$ cat config.mk
export PLATFORM = sky130hd
export DESIGN_NAME = i2s_stereo_transmitter
export DESIGN_NICKNAME = d
export VERILOG_FILES = /design/src/rtl/i2s_stereo_transmitter_pkg.sv /design/src/rtl/i2s_stereo_transmitter_sclk_divider.sv /design/src/rtl/i2s_stereo_transmitter.sv
export SDC_FILE = /design/constraint.sdc
export NUM_CORES = 1
export LEC_CHECK = 0
export ABC_AREA = 1
export CORE_ASPECT_RATIO = 1.5
export CORE_MARGIN = 4
export CORE_UTILIZATION = 35
export CTS_CLUSTER_DIAMETER = 100
export CTS_CLUSTER_SIZE = 25
export DETAILED_ROUTE_END_ITERATION = 8
export GPL_ROUTABILITY_DRIVEN = 0
export PLACE_DENSITY = 0.67
export SLEW_MARGIN = 20
export SYNTH_ARGS = -nofsm -noshare
export SYNTH_HDL_FRONTEND = slang
export SYNTH_SLANG_ARGS = --single-unit
$ cat constraint.sdc
create_clock -name clk -period 1.9 [get_ports clk]
set_input_delay 0.285 -clock clk [delete_from_list [all_inputs] [get_ports clk]]
set_output_delay 0.285 -clock clk [all_outputs]
set_load 0.02 [all_outputs]
$ cat src/rtl/i2s_stereo_transmitter_pkg.sv
// ----------------------------------------------------------------------------
// i2s_stereo_transmitter_pkg
//
// Shared audio definitions for the I2S output stage.
//   AUDIO_WIDTH_DEFAULT : default sample width in bits (two's complement).
//   I2S_DELAY           : Philips I2S one-bit delay between a word-select
//                         change and the MSB of the new word.
//   channel_e           : channel identifier. The encoding matches the
//                         o_lrclk polarity (0 = left slot, 1 = right slot),
//                         so a channel value can drive word select directly.
//   channel_of()        : maps an is_left tag onto a channel_e value.
// ----------------------------------------------------------------------------
package i2s_stereo_transmitter_pkg;

    localparam int AUDIO_WIDTH_DEFAULT = 16;
    localparam int I2S_DELAY           = 1;

    typedef enum logic {
        CH_LEFT  = 1'b0,
        CH_RIGHT = 1'b1
    } channel_e;

    function automatic channel_e channel_of(input logic is_left);
        return is_left ? CH_LEFT : CH_RIGHT;
    endfunction

endpackage

$ cat src/rtl/i2s_stereo_transmitter_sclk_divider.sv
// ----------------------------------------------------------------------------
// i2s_sclk_divider
//
// Generates the I2S bit clock level from the system clock, plus single-cycle
// strobes that flag the clk edge on which sclk is about to change.
//
// Ports:
//   clk       : system clock, rising-edge logic.
//   reset     : synchronous, active-low reset.
//   sclk      : registered bit clock level (0 out of reset).
//   rise_tick : high during the clk cycle whose closing edge drives sclk 0->1.
//   fall_tick : high during the clk cycle whose closing edge drives sclk 1->0.
//
// Parameter:
//   sclk_div  : clk cycles per sclk half-period (>= 1).
//
// The strobes are combinational look-aheads of the toggle so that logic in
// the same clock domain can update on exactly the edge where sclk changes.
// The first rise lands sclk_div clks after reset release, the first fall
// 2*sclk_div clks after release.
// ----------------------------------------------------------------------------
module i2s_sclk_divider #(
    parameter int sclk_div = 4
) (
    input  logic clk,
    input  logic reset,
    output logic sclk,
    output logic rise_tick,
    output logic fall_tick
);

    localparam int            CW       = (sclk_div > 1) ? $clog2(sclk_div) : 1;
    localparam logic [CW-1:0] TERMINAL = CW'(sclk_div - 1);

    logic [CW-1:0] div_cnt_reg;
    logic          sclk_reg;
    logic          terminal;

    assign terminal  = (div_cnt_reg == TERMINAL);
    assign rise_tick = terminal && !sclk_reg;
    assign fall_tick = terminal &&  sclk_reg;
    assign sclk      = sclk_reg;

    always_ff @(posedge clk) begin
        if (!reset) begin
            div_cnt_reg <= '0;
            sclk_reg    <= 1'b0;
        end else if (terminal) begin
            div_cnt_reg <= '0;
            sclk_reg    <= ~sclk_reg;
        end else begin
            div_cnt_reg <= div_cnt_reg + 1'b1;
        end
    end

endmodule

$ cat src/rtl/i2s_stereo_transmitter.sv
// ----------------------------------------------------------------------------
// i2s_stereo_transmitter
//
// Philips I2S master output stage. Accepts an interleaved stereo stream of
// is_left-tagged samples over valid/ready, holds at most one pending sample
// per channel, and transmits continuous frames. A slot whose channel buffer
// is empty at load time carries silence and raises a one-clk underrun pulse.
//
// Parameters:
//   audio_width : bits per sample, MSB first on the wire.
//   slot_width  : sclk cycles per channel slot (>= audio_width+1).
//   sclk_div    : clk cycles per sclk half-period (>= 1).
//
// Ports:
//   clk        : system clock, all logic on the rising edge.
//   reset      : synchronous, active-low reset.
//   i_valid    : input sample valid.
//   i_ready    : input sample accepted when i_valid & i_ready.
//   i_is_left  : 1 = sample belongs to the left channel.
//   i_audio    : sample data.
//   o_sclk     : I2S bit clock.
//   o_lrclk    : I2S word select, 0 = left slot, 1 = right slot.
//   o_sdata    : I2S serial data.
//   o_underrun : one-clk pulse when a slot is loaded from an empty buffer.
//
// Timing model: every data and word-select change happens on the clk edge
// that drives o_sclk 1->0. The bit position counts 0..2*slot_width-1 across
// a frame; the first fall after reset enters position 0 rather than
// advancing, so the first frame begins with a left-slot load.
// ----------------------------------------------------------------------------
module i2s_stereo_transmitter
    import i2s_stereo_transmitter_pkg::*;
#(
    parameter int audio_width = AUDIO_WIDTH_DEFAULT,
    parameter int slot_width  = 32,
    parameter int sclk_div    = 4
) (
    input  logic                   clk,
    input  logic                   reset,
    input  logic                   i_valid,
    output logic                   i_ready,
    input  logic                   i_is_left,
    input  logic [audio_width-1:0] i_audio,
    output logic                   o_sclk,
    output logic                   o_lrclk,
    output logic                   o_sdata,
    output logic                   o_underrun
);

    // ------------------------------------------------------------------
    // Frame position constants
    // ------------------------------------------------------------------
    localparam int            POS_COUNT  = 2 * slot_width;
    localparam int            PW         = $clog2(POS_COUNT);
    localparam logic [PW-1:0] LAST_POS   = PW'(POS_COUNT - 1);
    localparam logic [PW-1:0] SLOT_POS   = PW'(slot_width);
    localparam logic [PW-1:0] DATA_FIRST = PW'(I2S_DELAY);
    localparam logic [PW-1:0] DATA_LAST  = PW'(I2S_DELAY + audio_width - 1);

    // ------------------------------------------------------------------
    // Bit clock
    // ------------------------------------------------------------------
    logic sclk_rise;
    logic sclk_fall;

    i2s_sclk_divider #(
        .sclk_div (sclk_div)
    ) u_sclk_divider (
        .clk       (clk),
        .reset     (reset),
        .sclk      (o_sclk),
        .rise_tick (sclk_rise),
        .fall_tick (sclk_fall)
    );

    // ------------------------------------------------------------------
    // Frame position for the upcoming fall edge
    // ------------------------------------------------------------------
    logic [PW-1:0] pos_reg;
    logic [PW-1:0] pos_next;
    logic          started_reg;
    logic [PW-1:0] slot_pos;
    logic          slot_ch;
    logic          load_tick;

    always_comb begin
        if (!started_reg) begin
            pos_next = '0;
        end else if (pos_reg == LAST_POS) begin
            pos_next = '0;
        end else begin
            pos_next = pos_reg + 1'b1;
        end

        if (pos_next >= SLOT_POS) begin
            slot_ch  = CH_RIGHT;
            slot_pos = pos_next - SLOT_POS;
        end else begin
            slot_ch  = CH_LEFT;
            slot_pos = pos_next;
        end
    end

    assign load_tick = sclk_fall && (slot_pos == '0);

    // ------------------------------------------------------------------
    // Per-channel one-entry buffers
    // ------------------------------------------------------------------
    logic                   in_ch;
    logic [1:0]             full_vec;
    logic [audio_width-1:0] buf_arr [2];

    assign in_ch   = channel_of(i_is_left);
    // i_is_left is treated as data: ready reflects the addressed buffer only.
    assign i_ready = !full_vec[in_ch];

    generate
        for (genvar gi = 0; gi < 2; gi++) begin : g_chan
            logic                   full_reg;
            logic [audio_width-1:0] buf_reg;
            logic                   wr_en;
            logic                   ld_en;

            assign wr_en = i_valid && i_ready && (in_ch == 1'(gi));
            assign ld_en = load_tick && (slot_ch == 1'(gi));

            // A load and a write on the same edge can only coincide when
            // the buffer is empty (ready is low while full), so the write
            // simply wins and the new sample waits for the next frame.
            always_ff @(posedge clk) begin
                if (!reset) begin
                    full_reg <= 1'b0;
                    buf_reg  <= '0;
                end else begin
                    if (ld_en) begin
                        full_reg <= 1'b0;
                    end
                    if (wr_en) begin
                        full_reg <= 1'b1;
                        buf_reg  <= i_audio;
                    end
                end
            end

            assign full_vec[gi] = full_reg;
            assign buf_arr[gi]  = buf_reg;
        end
    endgenerate

    // ------------------------------------------------------------------
    // Serializer: word select, shift register, data and underrun flag
    // ------------------------------------------------------------------
    logic [audio_width-1:0] shift_reg;
    logic                   lrclk_reg;
    logic                   sdata_reg;
    logic                   underrun_reg;

    always_ff @(posedge clk) begin
        if (!reset) begin
            pos_reg      <= '0;
            started_reg  <= 1'b0;
            shift_reg    <= '0;
            lrclk_reg    <= 1'b0;
            sdata_reg    <= 1'b0;
            underrun_reg <= 1'b0;
        end else begin
            underrun_reg <= 1'b0;
            if (sclk_fall) begin
                started_reg <= 1'b1;
                pos_reg     <= pos_next;
                if (slot_pos == '0) begin
                    // Slot start: switch word select, fetch the channel's
                    // sample and send the one-bit I2S delay as padding.
                    lrclk_reg <= slot_ch;
                    sdata_reg <= 1'b0;
                    if (full_vec[slot_ch]) begin
                        shift_reg <= buf_arr[slot_ch];
                    end else begin
                        shift_reg    <= '0;
                        underrun_reg <= 1'b1;
                    end
                end else if ((slot_pos >= DATA_FIRST) && (slot_pos <= DATA_LAST)) begin
                    sdata_reg <= shift_reg[audio_width-1];
                    shift_reg <= shift_reg << 1;
                end else begin
                    sdata_reg <= 1'b0;
                end
            end
        end
    end

    assign o_lrclk    = lrclk_reg;
    assign o_sdata    = sdata_reg;
    assign o_underrun = underrun_reg;

    // The divider can never announce a rise and a fall for the same edge.
    sclk_strobe_exclusive: assert property (
        @(posedge clk) disable iff (!reset) !(sclk_rise && sclk_fall)
    );

endmodule
**Yosys cells after proc, flatten, opt, wreduce, memory -nomap -nowiden**

Index checks and enable logic that the tools add are counted.

- Bits of input ports: 20
- Register bits: 63
- Output and inout port bits: 5
- Logic and storage cells: 66

- Bitwise operators: 4
- Equality and inequality tests: 2
- $lt $le $gt $ge: 6
- Reductions and logical operators: 17
- Add/sub/neg operators: 3
- Muxes and demuxes: 22

Operator list:

| cell | count |
|---|---|
| 16-bit 2-to-1 mux | 6 |
| 6-bit 2-to-1 mux | 3 |
| 1-bit 2-to-1 mux | 13 |
| 1-bit logical AND | 8 |
| 6-bit by 1-bit adder with 6-bit output (second input constant) | 1 |
| 6-bit == test (second input constant) | 1 |
| 6-bit by 1-bit greater-or-equal comparator with 1-bit output (second input constant) | 1 |
| 6-bit greater-or-equal comparator (second input constant) | 1 |
| 6-bit by 5-bit less-or-equal comparator with 1-bit output (second input constant) | 1 |
| 6-bit logical NOT | 1 |
| 2-bit nonzero test | 3 |
| 6-bit subtractor (second input constant) | 1 |
| 1-bit by 2-bit less-than comparator with 1-bit output (second input constant) | 2 |
| 2-bit AND reduction | 2 |
| 1-bit NOT | 3 |
| 3-bit AND reduction | 1 |
| 2-bit by 1-bit adder with 2-bit output (second input constant) | 1 |
| 2-bit == test (second input constant) | 1 |
| 2-bit greater-or-equal comparator (second input constant) | 1 |
| 1-bit NOT with 2-bit output | 1 |
| 2-bit OR reduction | 1 |
| 1-bit logical NOT | 1 |

**Longest topological paths before layout**

Gate-level depths: netlist of run 1.

- Word-level depth: 11
- Depth in mapped cells: 13
- Depth with buffers taken out: 12

**Hierarchy**

From an unflattened synthesis of run 1, not the netlist that was laid out.

- Cell total of the unflattened synthesis: 439
- Area, all modules: 2999.1 µm²

Modules (own cells, without submodules):

| module | area each (µm²) | instances | cells an instance | seq. area each (µm²) |
|---|---|---|---|---|
| i2s_stereo_transmitter | 2885.3 | 1 | 424 | 1201.2 |
| i2s_sclk_divider | 113.9 | 1 | 15 | 60.1 |

**Worst setup path before layout of run 1**

OpenSTA, ideal clock, no wires.

- Path type: register -> register
- Start: register pos_reg[0]
- End: register shift_reg[10]
- Stages on the path, launching flop included: 12
- Required time: 1.772 ns
- Path buffers: 1
- Library setup time: 0.128 ns
- Setup slack: 0.139 ns
- Clock period less this slack: 1.761 ns
- Arrival: 1.633 ns
- Cell sequence: dfxtp_1 > ha_1 > or2_2 > nand3_1 > nand3_2 > nor2_4 > buf_6 > nor2_1 > nand2_1 > nand2_1 > nor2_1 > nor2_1

- Cells in the longest elaborated chain, start to end: 11
- Elaborated cells between the ends (all ways): 22
- Those cells by class: add/sub: 2; order compare: 3; eq/ne: 1; mux: 11; bitwise: 1; reduce/logical: 4

RTL lines:

| what | RTL line | RTL |
|---|---|---|
| start: declaration | i2s_stereo_transmitter.sv:79 | `logic [PW-1:0] pos_reg;` |
| start signal: assignment | i2s_stereo_transmitter.sv:170 | `pos_reg <= pos_next;` |
| 6-bit by 1-bit adder with 6-bit output / 6-bit == test (equally long branches) | i2s_stereo_transmitter.sv:92, i2s_stereo_transmitter.sv:89 |  |
| 6-bit 2-to-1 mux (*) | i2s_stereo_transmitter.sv:89 | `end else if (pos_reg == LAST_POS) begin` |
| 6-bit 2-to-1 mux (*) | i2s_stereo_transmitter.sv:87 | `if (!started_reg) begin` |
| branches (longest 8 deep; another with 6-bit subtractor) | - |  |
| end signal: assignment | i2s_stereo_transmitter.sv:177 | `shift_reg <= buf_arr[slot_ch];` |
| end signal: assignment | i2s_stereo_transmitter.sv:184 | `shift_reg <= shift_reg << 1;` |
| end: declaration | i2s_stereo_transmitter.sv:153 | `logic [audio_width-1:0] shift_reg;` |

Mark *: on every way between the ends. The select of a mux whose other input is x is not followed.
A chain may end at the register's enable or synchronous reset.

**Worst setup path after layout of run 1**

- Start: register pos_reg[1]
- End: register g_chan[0].full_reg

- Cells in the longest elaborated chain, start to end: 9
- Elaborated cells between the ends (all ways): 13
- Those cells by class: add/sub: 2; order compare: 1; eq/ne: 1; mux: 4; bitwise: 1; reduce/logical: 4

RTL lines:

| what | RTL line | RTL |
|---|---|---|
| 6-bit by 1-bit adder with 6-bit output / 6-bit == test (equally long branches) | i2s_stereo_transmitter.sv:92, i2s_stereo_transmitter.sv:89 |  |
| 6-bit 2-to-1 mux (*) | i2s_stereo_transmitter.sv:89 |  |
| 6-bit 2-to-1 mux (*) | i2s_stereo_transmitter.sv:87 |  |
| 6-bit subtractor / 6-bit greater-or-equal comparator (equally long branches) | i2s_stereo_transmitter.sv:97, i2s_stereo_transmitter.sv:95 |  |
| 6-bit 2-to-1 mux | i2s_stereo_transmitter.sv:95 | `if (pos_next >= SLOT_POS) begin` |
| 6-bit logical NOT | i2s_stereo_transmitter.sv:104 | `assign load_tick = sclk_fall && (slot_pos == '0);` |
| 1-bit logical AND | i2s_stereo_transmitter.sv:104 |  |
| 1-bit logical AND (*) | i2s_stereo_transmitter.sv:125 | `assign ld_en = load_tick && (slot_ch == 1'(gi));` |
| 2-bit nonzero test (no line) (*) | - |  |
| end signal: assignment | i2s_stereo_transmitter.sv:132 | `full_reg <= 1'b0;` |
| end signal: assignment | i2s_stereo_transmitter.sv:136 | `full_reg <= 1'b0;` |
| end signal: assignment | i2s_stereo_transmitter.sv:139 | `full_reg <= 1'b1;` |
| end: declaration | i2s_stereo_transmitter.sv:119 | `logic full_reg;` |

Every way passes the cells marked *; elsewhere a longest branch is shown, timed or not.

==> results of run 1 <==
-- per-stage QoR --
| stage | setup TNS, ns | hold slack (ns) | cell area [um^2] | utilization [%] | power (W) |
|---|---|---|---|---|---|
| after floorplan | 0 | 0.404 | 2980 | - | 0.00157 |
| after global placement | 0 | 0.413 | 3390 | 40.6 | 0.00166 |
| after detailed placement | -0.0155 | 0.420 | 3390 | 40.6 | 0.00166 |
| after CTS | 0 | 0.428 | 3700 | 44.3 | 0.00334 |
| after global routing | -0.476 | 0.444 | 3890 | 46.5 | 0.00343 |
| final | 0 | 0.424 | 3890 | 46.5 | 0.00331 |
-- cell families (layout without fill, tap and decap cells) --
logic type,Yosys count,after routing,synth area share (%)
AO/OA/AOI/OAI,98,98,17.1
adder cells (fa/ha/maj),2,2,0.840
buffers and inverters,93,132,12.7
flip-flops,63,63,42.4
AND/OR/NAND/NOR,180,180,27.0
-- placed cells by master (no fill, tap or decap), types with 4 or more instances in the layout --
cell type	n
nand3_2	5
a21oi_1	39
nor2_1	56
buf_4	10
nand2_4	4
dfxtp_1	59
o22ai_1	4
nor2_4	5
nand3_1	8
inv_1	74
nor2_2	10
dfxtp_2	4
buf_12	4
nand2_1	80
o21ai_0	52
clkbuf_16	11
clkdlybuf4s50_1	23
-- per-layer routing --
metal | GRT usage, % | share of wire [%] | vias to the layer above
li1 | - | - | 1427
met1 | 13.2 | 42 | 1226
met2 | 22.2 | 51 | 43
met3 | 2.45 | 3.1 | 16
met4 | 8.49 | 3.3 | 0
met5 | 0 | 0 | -
-- area by class of cell --
| class | instances | area [um^2] |
|---|---|---|
| Timing Repair Buffer | 42 | 467 |
| Clock buffer | 13 | 270 |
| Multi-Input combinational cell | 280 | 1430 |
| Inverter | 74 | 278 |
| Clock inverter | 3 | 40.0 |
| Sequential cell | 63 | 1270 |
| Tap cell | 107 | 134 |
| Fill cell | 801 | 4470 |
-- path summary, 6_finish.rpt --
check                                                start                                  endpoint  slack, ns  depth (start not counted)
hold reg to reg   u_sclk_divider.div_cnt_reg[0]$_SDFF_PP0_  u_sclk_divider.div_cnt_reg[0]$_SDFF_PP0_       0.42                          1
setup / recovery                   pos_reg[1]$_SDFFE_PN0P_           g_chan[0].full_reg$_SDFFE_PN0P_       0.07                         11
hold / removal    u_sclk_divider.div_cnt_reg[0]$_SDFF_PP0_  u_sclk_divider.div_cnt_reg[0]$_SDFF_PP0_       0.42                          1
setup reg to reg                   pos_reg[1]$_SDFFE_PN0P_           g_chan[0].full_reg$_SDFFE_PN0P_       0.07                         11
-- repair_timing --
item | 4_1_cts | 5_1_grt
hold buffers | 0 | 0
endpoints found under the setup margin | 1 | 17
pin swaps | 0 | 9
buffers inserted | 0 | 3
gates resized for setup | 1 | 23
gates cloned | 0 | 3
-- worst max-delay path: cells and delay by family (launching register included) --
family | cells | cell delay, ns
buffers and inverters | 1 | 0.19
adders and majority gates | 1 | 0.16
DFF | 1 | 0.35
AOI/OAI and AO/OA | 2 | 0.20
and+or+nand+nor | 7 | 0.80
-- report_power, final --
part / internal [W] / total (W) / switching [W]
logic: 0.000105 / 0.000232 / 0.000127
clock network: 0.00112 / 0.00167 / 0.000553
registers: 0.00138 / 0.00140 / 0.0000224
==> qor.yml, run 1 <==
die:
  die_h_um: 121
  initial_core_util_pct: 35.6
  die_w_um: 83.3
  core_area_um2: 8360
  num_rows: 41
  io_pins: 25
  dieArea_um2: 10100
detailed_routing:
  via_per_inst: 4.66
  ant_nets: 0
  drt_iter0_drc: 104
  wl_per_cell_um: 10.9
  via_count: 2712
  wl_um: 6350
  dr.pass1.iters: 4
  post-route-drc-count: 0
global_route:
  grt_pass1_vias: 2466
  antenna_found_initial: 0
  grt_pass1_wl_um: 10300
  gr-total-overflow: 0
  grt_util_all_layers_pct: 12.5
  grt_start_max_net_pins: 34
place:
  port_buffers: 24
  dp.cells: 560
  pre_cts_slack_ns: -0.0155
  dp_hpwl_um: 4040
critical_path:
  crit_slowest_cell: "dfxtp_2"
  start_kind: "flip-flop"
  path_class: "flip-flop to flip-flop"
  endpoint_kind: "flip-flop"
  timing.critical_path.mode_cell: "nor2_4"
  crit_arrival_ns: 2.03
  crit_fanout: 4
  cpPeakStageDelay_ns: 0.35
  path_cells: "ha_4, nand3_2, nor2_4, nor2_4, nand2_4, nand3_4, nor2_4, clkbuf_16, nand2_1, o21ai_1, a21oi_1"
  required_ns: 2.10
clock_network:
  root_buffer: "clkbuf_16"
  cts_tree: "yes"
  htree_levels: 3
  numCtsBuffers: 9
  path_clk_slew_ns: 0.05
  cts.sinks: 63
  clkLatencyLatePin_ns: 0.32
  clock_path_buffers: 2
logic_synthesis:
  synth_seq_cells: 63
  synth_nets: 458
  synth.most_common_cell: "nand2_1"
  yosysUniqueCellTypes: 25
  yosysSeqAreaShare_pct: 42.4
  netlist_instances: 436
  syn_area_um2: 2980
  netlist_top_cells_area: "dfxtp_1 (42%), nand2_1 (10%), inv_1 (9.3%), o21ai_0 (8.7%), nor2_1 (7.2%)"
  synthTopCellsByCount: "nand2_1 (81), inv_1 (74), dfxtp_1 (63), nor2_1 (57), o21ai_0 (52)"
  synth_edf_count: 0
  async_flop_share_pct: 0
  synth_ff_type: "dfxtp_1"
  synthDominantCellAreaShare_pct: 42.4
  synth_top_cell_by_area: "dfxtp_1"
  syn_area_per_cell_um2: 6.83
  yosys_warnings: 0
power:
  peakVddDrop_uv: 427
  p_per_area_nw_per_um2: 850
  leakage_nw: 1.56
min_path:
  min_path_type: "flip-flop to flip-flop"
layout:
  layout-drive-gt1-share_pct: 14.7
  antennaDiodeCount: 0
  largest_register_ffs: 32
  area_delta_synth_final_pct: 30.6
  fin_nets: 492
  fin_cells: 582
timing:
  slew_headroom_pct: 80.0
  min_period_over_period_pct: 96.4
  min_period_ns: 1.83
  setup_violations: 0
  timing.fmax_mhz: 546
  final.setup.worst_slack_ns: 0.0676
  drv_slew: 0
  fin_skew_ns: 0.00314
  hold_viol_final: 0
  worst_pin_slew_ns: 0.299
run_status:
  status: "finished clean"
run:
  maxCapViolCount: 0
Power figures use the tool's default switching activity.
==> inputs of run 2 (changes only) <==
CTS_CLUSTER_DIAMETER = 200   (was 100)
==> results of run 2 <==
Same layout as run 1: the final DEF is identical, and so are final timing and power.
==> inputs of run 3 (changes only) <==
REMOVE_ABC_BUFFERS = 1   (was unset)
SKIP_LAST_GASP = 1   (was unset)
==> run 3 against run 2 <==
Effect of this change:
- largest power group unchanged
- die area unchanged
- worst setup slack got worse by 0.011 ns
- sequential power about the same
- clock power decreased by 12%
- power decreased by 5.9%
- clock skew increased by 0.0017 ns
==> qor.yml, run 3 (synthesized netlist as in run 1, its figures left out) <==
clock_network:
  numCtsBuffers: 9  # unchanged
  root_buffer: "clkbuf_16"  # unchanged
  cts_tree: "yes"  # unchanged
  clkLatencyLatePin_ns: 0.33  # was 0.32 ns
  htree_levels: 3  # unchanged
  path_clk_slew_ns: 0.05  # about the same
  cts.sinks: 63  # unchanged
  clock_path_buffers: 2  # unchanged
timing:
  drv_slew: 0  # unchanged
  timing.fmax_mhz: 543  # was 546 MHz
  setup_violations: 0  # unchanged
  min_period_over_period_pct: 97.0  # was 96.4%
  rsz0062_at_grt: "yes"
  worst_pin_slew_ns: 0.324  # was 0.299 ns
  hold-worst-slack_ns: 0.425  # was 0.424 ns
  hold_viol_final: 0  # unchanged
  fin_skew_ns: 0.00480  # was 0.00314 ns
  min_period_ns: 1.84  # was 1.83 ns
  slew_headroom_pct: 78.4  # was 80.0%
die:
  num_rows: 41  # unchanged
  die_w_um: 83.3  # unchanged
  die_h_um: 121  # unchanged
  dieArea_um2: 10100  # unchanged
  io_pins: 25  # unchanged
  initial_core_util_pct: 35.6  # unchanged
  core_area_um2: 8360  # unchanged
detailed_routing:
  wl_per_cell_um: 11.3  # was 10.9 um
  wl_um: 6600  # was 6350 um
  drt_iter0_drc: 147  # was 104
  ant_nets: 0  # unchanged
  via_count: 2715  # was 2712
  post-route-drc-count: 0  # unchanged
  via_per_inst: 4.66  # about the same
  dr.pass1.iters: 4  # unchanged
critical_path:
  cpPeakStageDelay_ns: 0.35  # about the same
  start_kind: "flip-flop"  # unchanged
  regToRegSetupSlack_ns: 0.06  # was 0.07 ns
  r2r_cells: 12  # was 11
  crit_fanout: 8  # was 4
  endpoint_kind: "flip-flop"  # unchanged
  crit_arrival_ns: 2.11  # was 2.03 ns
  path_cells: "ha_4, nand2_4, nor2_4, nand2_4, o211ai_1, nand3_4, a21oi_4, clkbuf_16, nand2_2, nand2_2, nor2_1, nor2_1"  # was ha_4, nand3_2, nor2_4, nor2_4, nand2_4, nand3_4, nor2_4, clkbuf_16, nand2_1, o21ai_1, a21oi_1
  crit_slowest_cell: "dfxtp_2"  # unchanged
  path_class: "flip-flop to flip-flop"  # unchanged
  required_ns: 2.17  # was 2.10 ns
  timing.critical_path.from: "pos_reg[1]$_SDFFE_PN0P_"  # unchanged
  r2r-end: "shift_reg[15]$_SDFFE_PN0P_"  # was g_chan[0].full_reg$_SDFFE_PN0P_
  cp-endpoint: "shift_reg[15]$_SDFFE_PN0P_"  # was g_chan[0].full_reg$_SDFFE_PN0P_
  crit-reg2reg-launch: "pos_reg[1]$_SDFFE_PN0P_"  # unchanged
place:
  dpl-instance-area_um2: 3410  # was 3390 um^2
  dp_hpwl_um: 4260  # was 4040 um
  port_buffers: 24  # unchanged
global_route:
  grt_start_max_net_pins: 34  # unchanged
  grt_util_all_layers_pct: 13.7  # was 12.5%
  grt_pass1_wl_um: 11200  # was 10300 um
  gr-total-overflow: 0  # unchanged
  grt_pass1_vias: 2614  # was 2466
  antenna_found_initial: 0  # unchanged
power:
  leakage_nw: 1.55  # was 1.56 nW
  finalPower_w: 0.00311  # was 0.00331 W
  p_per_area_nw_per_um2: 804  # was 850 nW/um^2
  peakVddDrop_uv: 466  # was 427 uV
layout:
  final_cell_mix: "nand2_1 (74), inv_1 (73), dfxtp_1 (60), nor2_1 (54), o21ai_0 (48)"  # was nand2_1 (80), inv_1 (74), dfxtp_1 (59), nor2_1 (56), o21ai_0 (52)
  layout-drive-gt1-share_pct: 16.0  # was 14.7%
  layout_commonest_cell: "nand2_1"  # unchanged
  area_delta_synth_final_pct: 30.0  # was 30.6%
  fin_area_um2: 3870  # was 3890 um^2
  largest_register_ffs: 32  # unchanged
  fin_nets: 494  # was 492
  antennaDiodeCount: 0  # unchanged
min_path:
  min_path_type: "flip-flop to flip-flop"  # unchanged
run:
  maxCapViolCount: 0  # unchanged
run_status:
  status: "finished clean"  # unchanged
[run 3: cell count changes in the layout (fill, tap and decap cells not counted), moves of 2 or more]
cell / delta
nand2_1: -6
nand2_2: +7
nand3_4: -2
nor2_1: -2
nor2_2: +4
nor2_4: -2
o21ai_0: -4
o21ai_1: +4
[run 3: worst min-delay path by stage]
stage / startpoint / slack (ns) / cells after the start / to
after floorplan: u_sclk_divider.div_cnt_reg[0]$_SDFF_PP0_ / 0.40 / 1 / u_sclk_divider.div_cnt_reg[0]$_SDFF_PP0_
after global routing: g_chan[0].buf_reg[12]$_SDFFE_PN0P_ / 0.46 / 2 / g_chan[0].buf_reg[12]$_SDFFE_PN0P_
final: u_sclk_divider.div_cnt_reg[0]$_SDFF_PP0_ / 0.43 / 1 / u_sclk_divider.div_cnt_reg[0]$_SDFF_PP0_
after global placement: u_sclk_divider.div_cnt_reg[0]$_SDFF_PP0_ / 0.41 / 1 / u_sclk_divider.div_cnt_reg[0]$_SDFF_PP0_
after CTS: u_sclk_divider.div_cnt_reg[0]$_SDFF_PP0_ / 0.43 / 1 / u_sclk_divider.div_cnt_reg[0]$_SDFF_PP0_
after detailed placement: u_sclk_divider.div_cnt_reg[0]$_SDFF_PP0_ / 0.42 / 1 / u_sclk_divider.div_cnt_reg[0]$_SDFF_PP0_
[run 3: area by class of cell]
class | count | area [um^2]
clock buffers | 13 | 260
repair buffers | 43 | 500
well taps | 107 | 134
clock inverters | 1 | 5.00
flip-flops and latches | 63 | 1260
inverters | 74 | 278
fillers | 837 | 4490
multi-input cells | 281 | 1430
[run 3: critical path, delay by kind of cell (launching register included)]
family / cells / cell delay, ns
and+or+nand+nor: 8 / 0.63
AOI/OAI and AO/OA: 2 / 0.43
DFF: 1 / 0.35
buffers and inverters: 1 / 0.21
adders and majority gates: 1 / 0.16
[run 3: through the flow]
step                TNS, ns  util [%]  worst slack [ns]  std cells
finish                    0      46.3            0.0569        582
global route         -0.726      46.3           -0.0782        582
CTS                       0      44.0            0.0438        575
detailed placement  -0.0361      40.8           -0.0361        561
global placement          0      40.8            0.0224        561
floorplan            -0.316         -           -0.0344        417
[run 3: where the power goes]
| group | internal (W) | switching (W) | leakage, nW |
|---|---|---|---|
| combinational | 0.000112 | 0.000129 | 0.902 |
| sequential | 0.00138 | 0.0000231 | 0.515 |
| clock | 0.000935 | 0.000530 | 0.132 |
[run 3: repair_timing]
item                                    in CTS  in global routing
gates resized for setup                      1                 30
cloned                                       0                  4
buffers inserted                             0                  3
hold buffers                                 0                  0
endpoints found under the setup margin       1                 17
pin swaps                                    0                 17
[run 3: layer usage]
layer  wire [um]  global-route usage, %
met4         114                   6.54
met3         225                   3.94
met1        2690                   14.1
met5           0                      0
met2        3570                   25.1
